### src/rtl/quartz_spi_host.sv
// quartz_spi_host: SPI mode-0 host that reads one length-prefixed,
// XOR-checksummed frame. Option macro: QUARTZ_SPI_HOST_IRQ_EN.
module quartz_spi_host #(
  parameter int CLK_DIV = 2,
  parameter int MAX_LEN = 31
) (
  input  logic       clk_in,
  input  logic       rst_n,
  input  logic       start,
  input  logic       irq_n,
  output logic       spi_clk,
  output logic       spi_mosi,
  input  logic       spi_miso,
  output logic       spi_cs_n,
  output logic [7:0] rx_data,
  output logic       rx_valid,
  input  logic       rx_ready,
  output logic       busy,
  output logic       done,
  output logic [7:0] len,
  output logic       csum_err,
  output logic       len_err
);

  typedef enum logic [2:0] {
    IDLE, SETUP, SHIFT, HOLD, TAIL, GAP
  } state_t;

  typedef enum logic [1:0] {
    PH_LEN, PH_DATA, PH_CSUM
  } phase_t;

  localparam logic [8:0] DIV_M1  = 9'(CLK_DIV - 1);
  localparam logic [8:0] GAP_M1  = 9'(2 * CLK_DIV - 1);
  localparam logic [7:0] LEN_MAX = 8'(MAX_LEN);

  state_t     state;
  phase_t     phase;
  logic [8:0] cnt;
  logic [2:0] bit_cnt;
  logic [7:0] shreg;
  logic [7:0] run_x;
  logic [7:0] remain;
  logic       armed;
  logic       go;

`ifdef QUARTZ_SPI_HOST_IRQ_EN
  logic irq_s1;
  logic irq_s2;

  // two-flop synchronizer for the asynchronous irq_n line
  always_ff @(posedge clk_in or negedge rst_n) begin
    if (!rst_n) begin
      irq_s1 <= 1'b1;
      irq_s2 <= 1'b1;
    end else begin
      irq_s1 <= irq_n;
      irq_s2 <= irq_s1;
    end
  end

  assign go = armed & (start | ~irq_s2);
`else
  logic unused_irq;
  assign unused_irq = irq_n;
  assign go = armed & start;
`endif

  assign spi_mosi = 1'b0;

  // frame sequencer: chip select, spi clock, byte evaluation
  always_ff @(posedge clk_in or negedge rst_n) begin
    if (!rst_n) begin
      state    <= IDLE;
      phase    <= PH_LEN;
      cnt      <= '0;
      bit_cnt  <= '0;
      shreg    <= '0;
      run_x    <= '0;
      remain   <= '0;
      armed    <= 1'b0;
      spi_clk  <= 1'b0;
      spi_cs_n <= 1'b1;
      rx_data  <= '0;
      rx_valid <= 1'b0;
      busy     <= 1'b0;
      done     <= 1'b0;
      len      <= '0;
      csum_err <= 1'b0;
      len_err  <= 1'b0;
    end else begin
      done  <= 1'b0;
      armed <= 1'b1;
      unique case (state)
        IDLE: begin
          if (go) begin
            state    <= SETUP;
            spi_cs_n <= 1'b0;
            busy     <= 1'b1;
            cnt      <= '0;
            bit_cnt  <= '0;
            phase    <= PH_LEN;
            len      <= '0;
            csum_err <= 1'b0;
            len_err  <= 1'b0;
          end
        end
        SETUP: begin
          if (cnt == DIV_M1) begin
            cnt     <= '0;
            spi_clk <= 1'b1;
            shreg   <= {shreg[6:0], spi_miso};
            state   <= SHIFT;
          end else begin
            cnt <= cnt + 9'd1;
          end
        end
        SHIFT: begin
          if (cnt != DIV_M1) begin
            cnt <= cnt + 9'd1;
          end else if (!spi_clk) begin
            cnt     <= '0;
            spi_clk <= 1'b1;
            shreg   <= {shreg[6:0], spi_miso};
          end else begin
            cnt     <= '0;
            spi_clk <= 1'b0;
            bit_cnt <= bit_cnt + 3'd1;
            if (bit_cnt == 3'd7) begin
              unique case (phase)
                PH_LEN: begin
                  len    <= shreg;
                  run_x  <= 8'hCC ^ shreg;
                  remain <= shreg;
                  if (shreg > LEN_MAX) begin
                    len_err <= 1'b1;
                    state   <= TAIL;
                  end else if (shreg == 8'd0) begin
                    phase <= PH_CSUM;
                  end else begin
                    phase <= PH_DATA;
                  end
                end
                PH_DATA: begin
                  rx_data  <= shreg;
                  rx_valid <= 1'b1;
                  run_x    <= run_x ^ shreg;
                  remain   <= remain - 8'd1;
                  state    <= HOLD;
                  if (remain == 8'd1) begin
                    phase <= PH_CSUM;
                  end
                end
                PH_CSUM: begin
                  csum_err <= (shreg != run_x);
                  state    <= TAIL;
                end
                default: begin
                  state <= TAIL;
                end
              endcase
            end
          end
        end
        HOLD: begin
          if (rx_ready) begin
            rx_valid <= 1'b0;
            cnt      <= '0;
            state    <= SHIFT;
          end
        end
        TAIL: begin
          if (cnt == DIV_M1) begin
            cnt      <= '0;
            spi_cs_n <= 1'b1;
            done     <= 1'b1;
            state    <= GAP;
          end else begin
            cnt <= cnt + 9'd1;
          end
        end
        GAP: begin
          if (cnt == GAP_M1) begin
            cnt   <= '0;
            busy  <= 1'b0;
            state <= IDLE;
          end else begin
            cnt <= cnt + 9'd1;
          end
        end
        default: begin
          state <= IDLE;
        end
      endcase
    end
  end

endmodule

### config.mk
export PLATFORM = sky130hd
export DESIGN_NAME = quartz_spi_host
export DESIGN_NICKNAME = d
export VERILOG_FILES = /design/src/rtl/quartz_spi_host.sv
export SDC_FILE = /design/constraint.sdc
export NUM_CORES = 1
export LEC_CHECK = 0
export CAP_MARGIN = 10
export CORE_MARGIN = 8
export CORE_UTILIZATION = 32
export CTS_CLUSTER_DIAMETER = 60
export DETAILED_ROUTE_END_ITERATION = 6
export HOLD_SLACK_MARGIN = 0.05
export PLACE_DENSITY = 0.58
export REMOVE_ABC_BUFFERS = 1
export SETUP_SLACK_MARGIN = 0.02
export SYNTH_ARGS = -nofsm -noshare
export SYNTH_HDL_FRONTEND = slang
export SYNTH_SLANG_ARGS = --single-unit
### constraint.sdc
create_clock -name clk_in -period 4.99 [get_ports clk_in]
set_input_delay 0.499 -clock clk_in [delete_from_list [all_inputs] [get_ports clk_in]]
set_output_delay 0.499 -clock clk_in [all_outputs]
set_load 0.05 [all_outputs]
# After elaboration in Yosys (flattened, before gate mapping)
# Cells that the tools add are included.
dict set report word_totals {
  regBits 65
  latchBits 0
  word_cells 150
  mem_bits_ro 0
  in_bits 6
  n_memories 0
  mem_bits_rw 0
  output_inout_bits 24
}
dict set report classes {
  n_mul 0
  n_reduce_logical 25
  n_lt_le_gt_ge 1
  shifts 0
  mux 70
  n_eq_ne 30
  bitwise 4
  n_div 0
  n_addsub 3
}
# op n
set op_table {}
lappend op_table {{$mux W8} 8}
lappend op_table {{$pmux W8 S2} 4}
lappend op_table {{$mux W9} 5}
lappend op_table {{$pmux W9 S5} 1}
lappend op_table {{$mux W3} 12}
lappend op_table {{$mux W1} 22}
lappend op_table {{$ne A2 B2 Y1 const B} 11}
lappend op_table {{$pmux W3 S6} 1}
lappend op_table {{$reduce_and A6 Y1} 3}
lappend op_table {{$mux W2} 7}
lappend op_table {{$pmux W1 S2} 6}
lappend op_table {{$pmux W3 S2} 2}
lappend op_table {{$reduce_and A3 Y1} 4}
lappend op_table {{$reduce_bool A2 Y1} 6}
lappend op_table {{$reduce_and A5 Y1} 2}
lappend op_table {{$add A9 B1 Y9 const B} 1}
lappend op_table {{$eq A3 B3 Y1 const B} 3}
lappend op_table {{$eq A9 B1 Y1 const B} 1}
lappend op_table {{$eq A9 B2 Y1 const B} 1}
lappend op_table {{$ne A3 B3 Y1 const B} 3}
lappend op_table {{$ne A9 B1 Y1 const B} 1}
lappend op_table {{$reduce_and A9 Y1} 1}
lappend op_table {{$eq A8 B1 Y1 const B} 1}
lappend op_table {{$gt A8 B5 Y1 const B} 1}
lappend op_table {{other kinds (22)} 26}

# Longest topological paths before layout
# Gate-level depths: netlist (run 1).
dict set report depth {
  ltp_word 8
  ltp_mapped 8
  depth_no_buf 7
}

# Worst setup path after synthesis (run 1)
# Ideal clock, no wire load.
dict set report synth_timing {
  path_type {register to register}
  startpoint {register cnt[4]}
  endpoint {register phase[0]}
  synth_period_minus_slack_ns 2.236
  required_ns 4.863
  slack_ns 2.754
  path_stages_with_launch 6
  setup_time_ns 0.127
  path_buffers 0
  arrival_ns 2.109
  path_cell_list {dfrtp_1 -> or4_4 -> nor4_4 -> nor2_2 -> a311o_2 -> mux2_1}
}
dict set report synth_between {
  elab_chain_len 3
}
# item line_no
set synth_rtl {}
lappend synth_rtl {{start, declared} 39} ;# logic [8:0] cnt;
lappend synth_rtl {{start signal, assigned} 115} ;# cnt <= cnt + 9'd1;
lappend synth_rtl {{start signal, assigned} 120} ;# cnt <= cnt + 9'd1;
lappend synth_rtl {{start signal, assigned} 179} ;# cnt <= cnt + 9'd1;
lappend synth_rtl {{$ne A9 B1 Y1} 119} ;# if (cnt != DIV_M1) begin
lappend synth_rtl {{$ne A2 B2 Y1 (no source line)} --}
lappend synth_rtl {{$reduce_and A8 Y1 (no source line)} --}
lappend synth_rtl {{end signal, assigned} 139} ;# phase <= PH_CSUM;
lappend synth_rtl {{end signal, assigned} 141} ;# phase <= PH_DATA;
lappend synth_rtl {{end signal, assigned} 151} ;# phase <= PH_CSUM;
lappend synth_rtl {{end, declared} 38} ;# phase_t phase;
# Every way passes these cells.
# A chain may end at the register's enable or synchronous reset.

# Worst setup path in the final report (run 1)
dict set report layout_timing {
  startpoint {register state[0]}
  endpoint {register rx_data[6]}
}
dict set report layout_between {
  elab_chain_len 2
}
# item line_no
set layout_rtl {}
lappend layout_rtl {{start, declared} 37} ;# state_t state;
lappend layout_rtl {{start signal, assigned} 74} ;# state <= IDLE;
lappend layout_rtl {{start signal, assigned} 97} ;# state <= SETUP;
lappend layout_rtl {{start signal, assigned} 113} ;# state <= SHIFT;
lappend layout_rtl {{$eq A3 B2 Y1} 94} ;# unique case (state)
lappend layout_rtl {{$reduce_and A5 Y1 (no source line)} --}
lappend layout_rtl {{end signal, assigned} 145} ;# rx_data <= shreg;
lappend layout_rtl {{end, declared} 15} ;# output logic [7:0] rx_data,
# Every way passes these cells.

==> run_results.csv, run 1 <==
group,metric,value,unit
critical_path,critical_path.max_stage_delay,660,ps
layout,fin_nets,386,
route,drt-wirelength-per-cell,15.1,um
clock_network,cts_tree,"done",
power,power.leakage,1.73,nW
placed_design,io_buffer_count,27,
status,status,"completed",
power,power.density,259,nW/um2
clock_network,post_cts_buffers,0,
critical_path,crit_chain,"nor4b_1, nand4_1, nor2_2, nand2_1, mux2_2",
layout,final_cell_mix,"64 x dfrtp_1, 38 x o21ai_0, 35 x nand2_1",
critical_path,criticalPathCategory,"reg -> reg",
timing,max_slew_margin,28.1,%
route,wirelength,7.86,mm
floorplan,die_h,121,um
placed_design,place_area,3790,um2
timing,finalHoldViolations,0,
power,vdd_drop_max,0.153,mV
layout,antenna_cells,0,
clock_network,cts_buffers,9,
flow_run,cap_violations,0,
synth,seq_area_frac_synth,46.2,%
global_route,grt.total_usage,11.1,%
synth,syn-cell-area,3520,um2
critical_path,cp_num_buf_inv,0,
global_route,overflow,0,
critical_path,cpLargestDelayFamily,"simple AND/OR/NAND/NOR gates",
synth,synth-edff-count,0,
critical_path,required,5210,ps
global_route,grt_first_pass_wirelength,13.1,mm
timing,period_needed,2960,ps
critical_path,critPathCaptureType,"flip-flop",
timing,fin_setup_tns,0,ps
clock_network,root_buffer,"clkbuf_8",
synth,netlist_instances,359,
clock_network,clk_pin_slew_worst_paths,80,ps
global_route,antenna_found_initial,0,
hold_path,hp-class,"in -> async",
floorplan,die_area,14600,um2
synth,synth_seq_cells,65,
floorplan,design.core.area,10800,um2
clock_network,worstSkewPairLatency,350,ps
placed_design,dp.cells,503,
timing,rsz0062_at_grt,"no",
floorplan,io_pins,30,
timing,clock.fmax,337,MHz
layout,utilization,37.1,%
timing,timing.clock.skew,14.6,ps
timing,finalCritPeriodShare,59.4,%
placed_design,gp_congestion,0.789,
floorplan,initial_core_util,32.6,%
route,drtPass1Iterations,4,
synth,synth_top_area_share,45.5,%
global_route,grt_pass1_vias,2593,
synth,async_flop_share,100,%
critical_path,cp_data_arrival_time,3180,ps
synth,yosysTopAreaCell,"dfrtp_1",
clock_network,cts_resized,0,
route,drt_iter0_drc,140,
layout,drive_above_1_share,14.2,%
route,route.detailed.drc,0,
critical_path,crit_slowest_cell,"nor4b_1",
critical_path,cp_max_fo,19,
synth,synth_area_leaders,"dfrtp_1 45%, mux2_2 6.1%, o21ai_0 5.4%",
layout,final_cells,519,
floorplan,die_x,121,um
synth,synth_cell_type_count,58,
critical_path,start_kind,"flip-flop",
timing,maxSlewViolCount,0,
timing,setup_viol,0,
route,ant_nets,0,
clock_network,clock-sinks,65,
timing,worstMarginPinSlew,1080,ps
layout,area_delta_synth_final,13.8,%
clock_network,htree_levels,3,
route,viasPerCell,5.11,
placed_design,dpl.hpwl,5.47,mm
layout,layout_commonest_cell,"dfrtp_1",
synth,syn_avg_cell_area,9.81,um2
layout,final_area,4010,um2
synth,ys_warn_count,0,
clock_network,cts_buffer_depth,2,
synth,synthFlopType,"dfrtp_1",
clock_network,ctsHoldBuffers,0,
floorplan,rows,38,
global_route,grt_max_degree,66,
route,num_vias,2650,
worst reg2reg max path, delay by kind of cell (launching register included):
kind	cells	cell delay, ps
multiplexers	1	400
flip-flops	1	600
AND/OR/NAND/NOR	4	1850
cell type report:
type / count / area (um2)
Clock buffer: 9 / 124
Clock inverter: 7 / 95.1
Fill cell: 1073 / 6790
Inverter: 10 / 37.5
Multi-Input combinational cell: 260 / 1680
Sequential cell: 65 / 1630
Tap cell: 140 / 175
Timing Repair Buffer: 28 / 273
state kept, by name, indices dropped and copies added, names as in the netlist, 2 cells and up:
name     flops
remain       8
shreg        8
phase        2
len          8
rx_data      8
state        3
cnt          9
bit_cnt      3
run_x        8
logic make-up (layout without fill, tap and decap cells):
| group | after synthesis | count (layout) | synth area share, % |
|---|---|---|---|
| mux | 25 | 25 | 7.85 |
| buf+inv | 34 | 54 | 6.18 |
| compound gates | 89 | 89 | 15.3 |
| simple gates | 127 | 127 | 19.3 |
| flops | 65 | 65 | 46.2 |
| other cells | 2 | 2 | 0.213 |
| fa+ha+maj | 6 | 6 | 2.13 |
| xor+xnor | 11 | 11 | 2.74 |
synthesized netlist by cell type (all sizes together), types with 5 or more instances:
| cell | n |
|---|---|
| a21oi | 14 |
| mux2 | 21 |
| buf | 6 |
| o21ai | 39 |
| dfrtp | 64 |
| ha | 6 |
| nor2b | 5 |
| nor3 | 11 |
| a31oi | 8 |
| nand3 | 12 |
| a21o | 9 |
| clkbuf | 17 |
| nor2 | 25 |
| nor3b | 8 |
| inv | 10 |
| nand2 | 35 |
| xnor2 | 11 |
| nand2b | 5 |
| and3 | 7 |
power breakdown:
group          total, mW  switching [mW]  internal (mW)  leakage, nW
logic             0.0183          0.0139        0.00440        0.755
clock network      0.493           0.212          0.281        0.109
registers          0.529         0.00121          0.527        0.864
total               1.04           0.227          0.813         1.73
metrics by stage:
stage,total power [mW],hold slack (ps),setup slack [ps]
3_3_place_gp,0.558,470,2100
4_1_cts,1.05,367,2040
2_1_floorplan,0.543,203,2630
5_1_grt,1.07,402,1670
6_report,1.04,320,2030
3_5_place_dp,0.558,480,2070
metal layers:
metal | up-vias | track usage (%) | part of all wire (%)
met4 | 0 | 3.67 | 0.87
met2 | 56 | 18.0 | 48
met5 | - | 0 | 0
met3 | 5 | 3.02 | 4.2
li1 | 1302 | - | -
met1 | 1287 | 13.9 | 47
final timing paths:
check,slack (ps),end,startpoint,depth (start not counted)
max in group asynchronous,4100,run_x[7]$_DFFE_PN0P_,rst_n,2
worst max-delay path,2030,rx_data[6]$_DFFE_PN0P_,state[0]$_DFFE_PN0P_,5
worst max register to register,2030,rx_data[6]$_DFFE_PN0P_,state[0]$_DFFE_PN0P_,5
worst min-delay path,320,remain[7]$_DFFE_PN0P_,rst_n,2
min in group clk_in,490,len[5]$_DFFE_PN0P_,len[5]$_DFFE_PN0P_,2
worst min register to register,490,len[5]$_DFFE_PN0P_,len[5]$_DFFE_PN0P_,2
(Power assumes the default switching activity.)
==> run 2, diff against run 1 <==
--- a/config.mk
+++ b/config.mk
@@ -11,7 +11,7 @@
 export CTS_CLUSTER_DIAMETER = 60
 export DETAILED_ROUTE_END_ITERATION = 6
 export HOLD_SLACK_MARGIN = 0.05
-export PLACE_DENSITY = 0.58
+export PLACE_DENSITY = 0.6
 export REMOVE_ABC_BUFFERS = 1
 export SETUP_SLACK_MARGIN = 0.02
 export SYNTH_ARGS = -nofsm -noshare
==> constraint.sdc (replaced) <==
create_clock -name clk_in -period 2.4 [get_ports clk_in]
set_input_delay 0.24 -clock clk_in [delete_from_list [all_inputs] [get_ports clk_in]]
set_output_delay 0.24 -clock clk_in [all_outputs]
set_load 0.05 [all_outputs]
==> run_results.csv, run 2 (same netlist as run 1, synthesis figures left out) <==
group,metric,value,unit
status,status,"completed",
route,wl_met3,314,um
critical_path,ff2ff_path_depth,5,
flow_run,cap_violations,0,
route,drt_iter0_drc,83,
critical_path,cp_max_fo,6,
layout,largest-register,"cnt",
clock_network,clk_pin_slew_worst_paths,80,ps
route,viasPerCell,4.98,
placed_design,dp.cells,522,
layout,largest_register_ff_count,9,
placed_design,gp_congestion,0.833,
global_route,antenna_found_initial,0,
clock_network,worstSkewPairLatency,340,ps
layout,final_cells,539,
layout,utilization,38.4,%
critical_path,cp_data_arrival_time,2470,ps
route,route.detailed.drc,0,
timing,layout_setup_ws,153,ps
route,met1_length,3.69,mm
clock_network,post_cts_buffers,0,
timing,fin_setup_tns,0,ps
route,num_vias,2683,
timing,clock.fmax,445,MHz
timing,maxSlewViolCount,0,
timing,timing.clock.skew,8.79,ps
global_route,grt_pass1_vias,2700,
layout,area_delta_synth_final,17.8,%
clock_network,htree_levels,3,
critical_path,required,2620,ps
clock_network,cts_tree,"done",
floorplan,die_x,121,um
route,wl_met2,3.77,mm
critical_path,start_kind,"flip-flop",
timing,max_slew_margin,61.4,%
placed_design,dpl.hpwl,5.73,mm
floorplan,die_area,14600,um2
timing,finalHoldViolations,0,
timing,hold_ws,338,ps
clock_network,root_buffer,"clkbuf_8",
global_route,overflow,0,
layout,fin_nets,406,
timing,worstMarginPinSlew,579,ps
floorplan,die_h,121,um
route,ant_nets,0,
global_route,grt_first_pass_wirelength,13.4,mm
timing,period_needed,2250,ps
placed_design,dp_slack,85.4,ps
placed_design,io_buffer_count,27,
hold_path,hp-class,"in -> async",
route,wirelength,7.86,mm
floorplan,rows,38,
layout,layout_commonest_cell,"dfrtp_1",
critical_path,crit_end,"phase[0]$_DFFE_PN0P_",
timing,rsz0062_at_grt,"no",
layout,antenna_cells,0,
route,drtPass1Iterations,4,
power,vdd_drop_max,0.281,mV
clock_network,clock-sinks,65,
critical_path,setup.worst_path.start,"cnt[4]$_DFFE_PN0P_",
floorplan,io_pins,30,
clock_network,cts_buffer_depth,2,
critical_path,criticalPathCategory,"reg -> reg",
route,drt-wirelength-per-cell,14.6,um
floorplan,design.core.area,10800,um2
critical_path,rrSetupSlack,150,ps
floorplan,initial_core_util,32.6,%
global_route,grt_max_degree,28,
power,power.leakage,1.81,nW
clock_network,cts_buffers,9,
power,power.density,503,nW/um2
layout,final_cell_mix,"64 x dfrtp_1, 38 x o21ai_0, 35 x nand2_1",
layout,fillers,1086,
critical_path,critPathCaptureType,"flip-flop",
critical_path,r2r_end,"phase[0]$_DFFE_PN0P_",
timing,finalCritPeriodShare,93.6,%
global_route,grt.total_usage,11.5,%
route,highest_layer,"met4",
critical_path,r2r_start,"cnt[4]$_DFFE_PN0P_",
timing,setup_viol,0,
layout,drive_above_1_share,18.5,%
## run 2: cell count changes in the layout (fill, tap and decap cells not counted), sizes merged
cell         change
buf             +19
clkinvlp         +1
bufinv           -1
inv              +1
clkinv           -1
dlygate4sd3      +1
## run 2: layer usage
metal / GRT usage (%) / vias to the layer above
met3: 3.49 / 7
li1: - / 1342
met1: 14.2 / 1297
met4: 3.04 / 0
met2: 19.1 / 37
met5: 0 / -
## run 2: worst max-delay path, stage by stage (launching register included)
cell,delay [ps]
dfrtp_1,430
or4_4,580
nor4_4,300
nor2_2,90
a311o_2,390
mux2_1,320
## run 2: worst min path at each step
stage | start | to | slack, ps | cells after the start
CTS | rst_n | done$_DFF_PN0_ | 340 | 2
finish | rst_n | done$_DFF_PN0_ | 340 | 2
global placement | rst_n | done$_DFF_PN0_ | 170 | 1
detailed placement | rst_n | done$_DFF_PN0_ | 190 | 1
floorplan | rst_n | armed$_DFF_PN0_ | -60 | 0
global route | rst_n | done$_DFF_PN0_ | 360 | 2
## run 2: repair_timing
action,4_1_cts,5_1_grt
setup endpoints to repair,0,6
hold buffers,1,0
endpoints found under the hold margin,14,0
resized for setup,0,1
## run 2: through the flow
step	instance area, um2	power [mW]
after global routing	4150	2.18
final	4150	2.09
after CTS	4150	2.12
after floorplan	3340	1.13
after global placement	3930	1.16
after detailed placement	3930	1.16
## run 2: layout make-up
class	instances	area, um2	share of cell area, %
repair buffers	48	425	10.3
multi-input cells	260	1680	40.5
flip-flops and latches	65	1630	39.2
well taps	140	175	4.22
inverters	10	37.5	0.905
clock buffers	9	124	2.99
clock inverters	7	80.1	1.93
## run 2: power breakdown
| part | switching, mW | internal, mW | leakage, nW |
|---|---|---|---|
| combinational | 0.0290 | 0.0113 | 0.854 |
| sequential | 0.00277 | 1.10 | 0.864 |
| clock | 0.461 | 0.488 | 0.0960 |
| total | 0.493 | 1.60 | 1.81 |
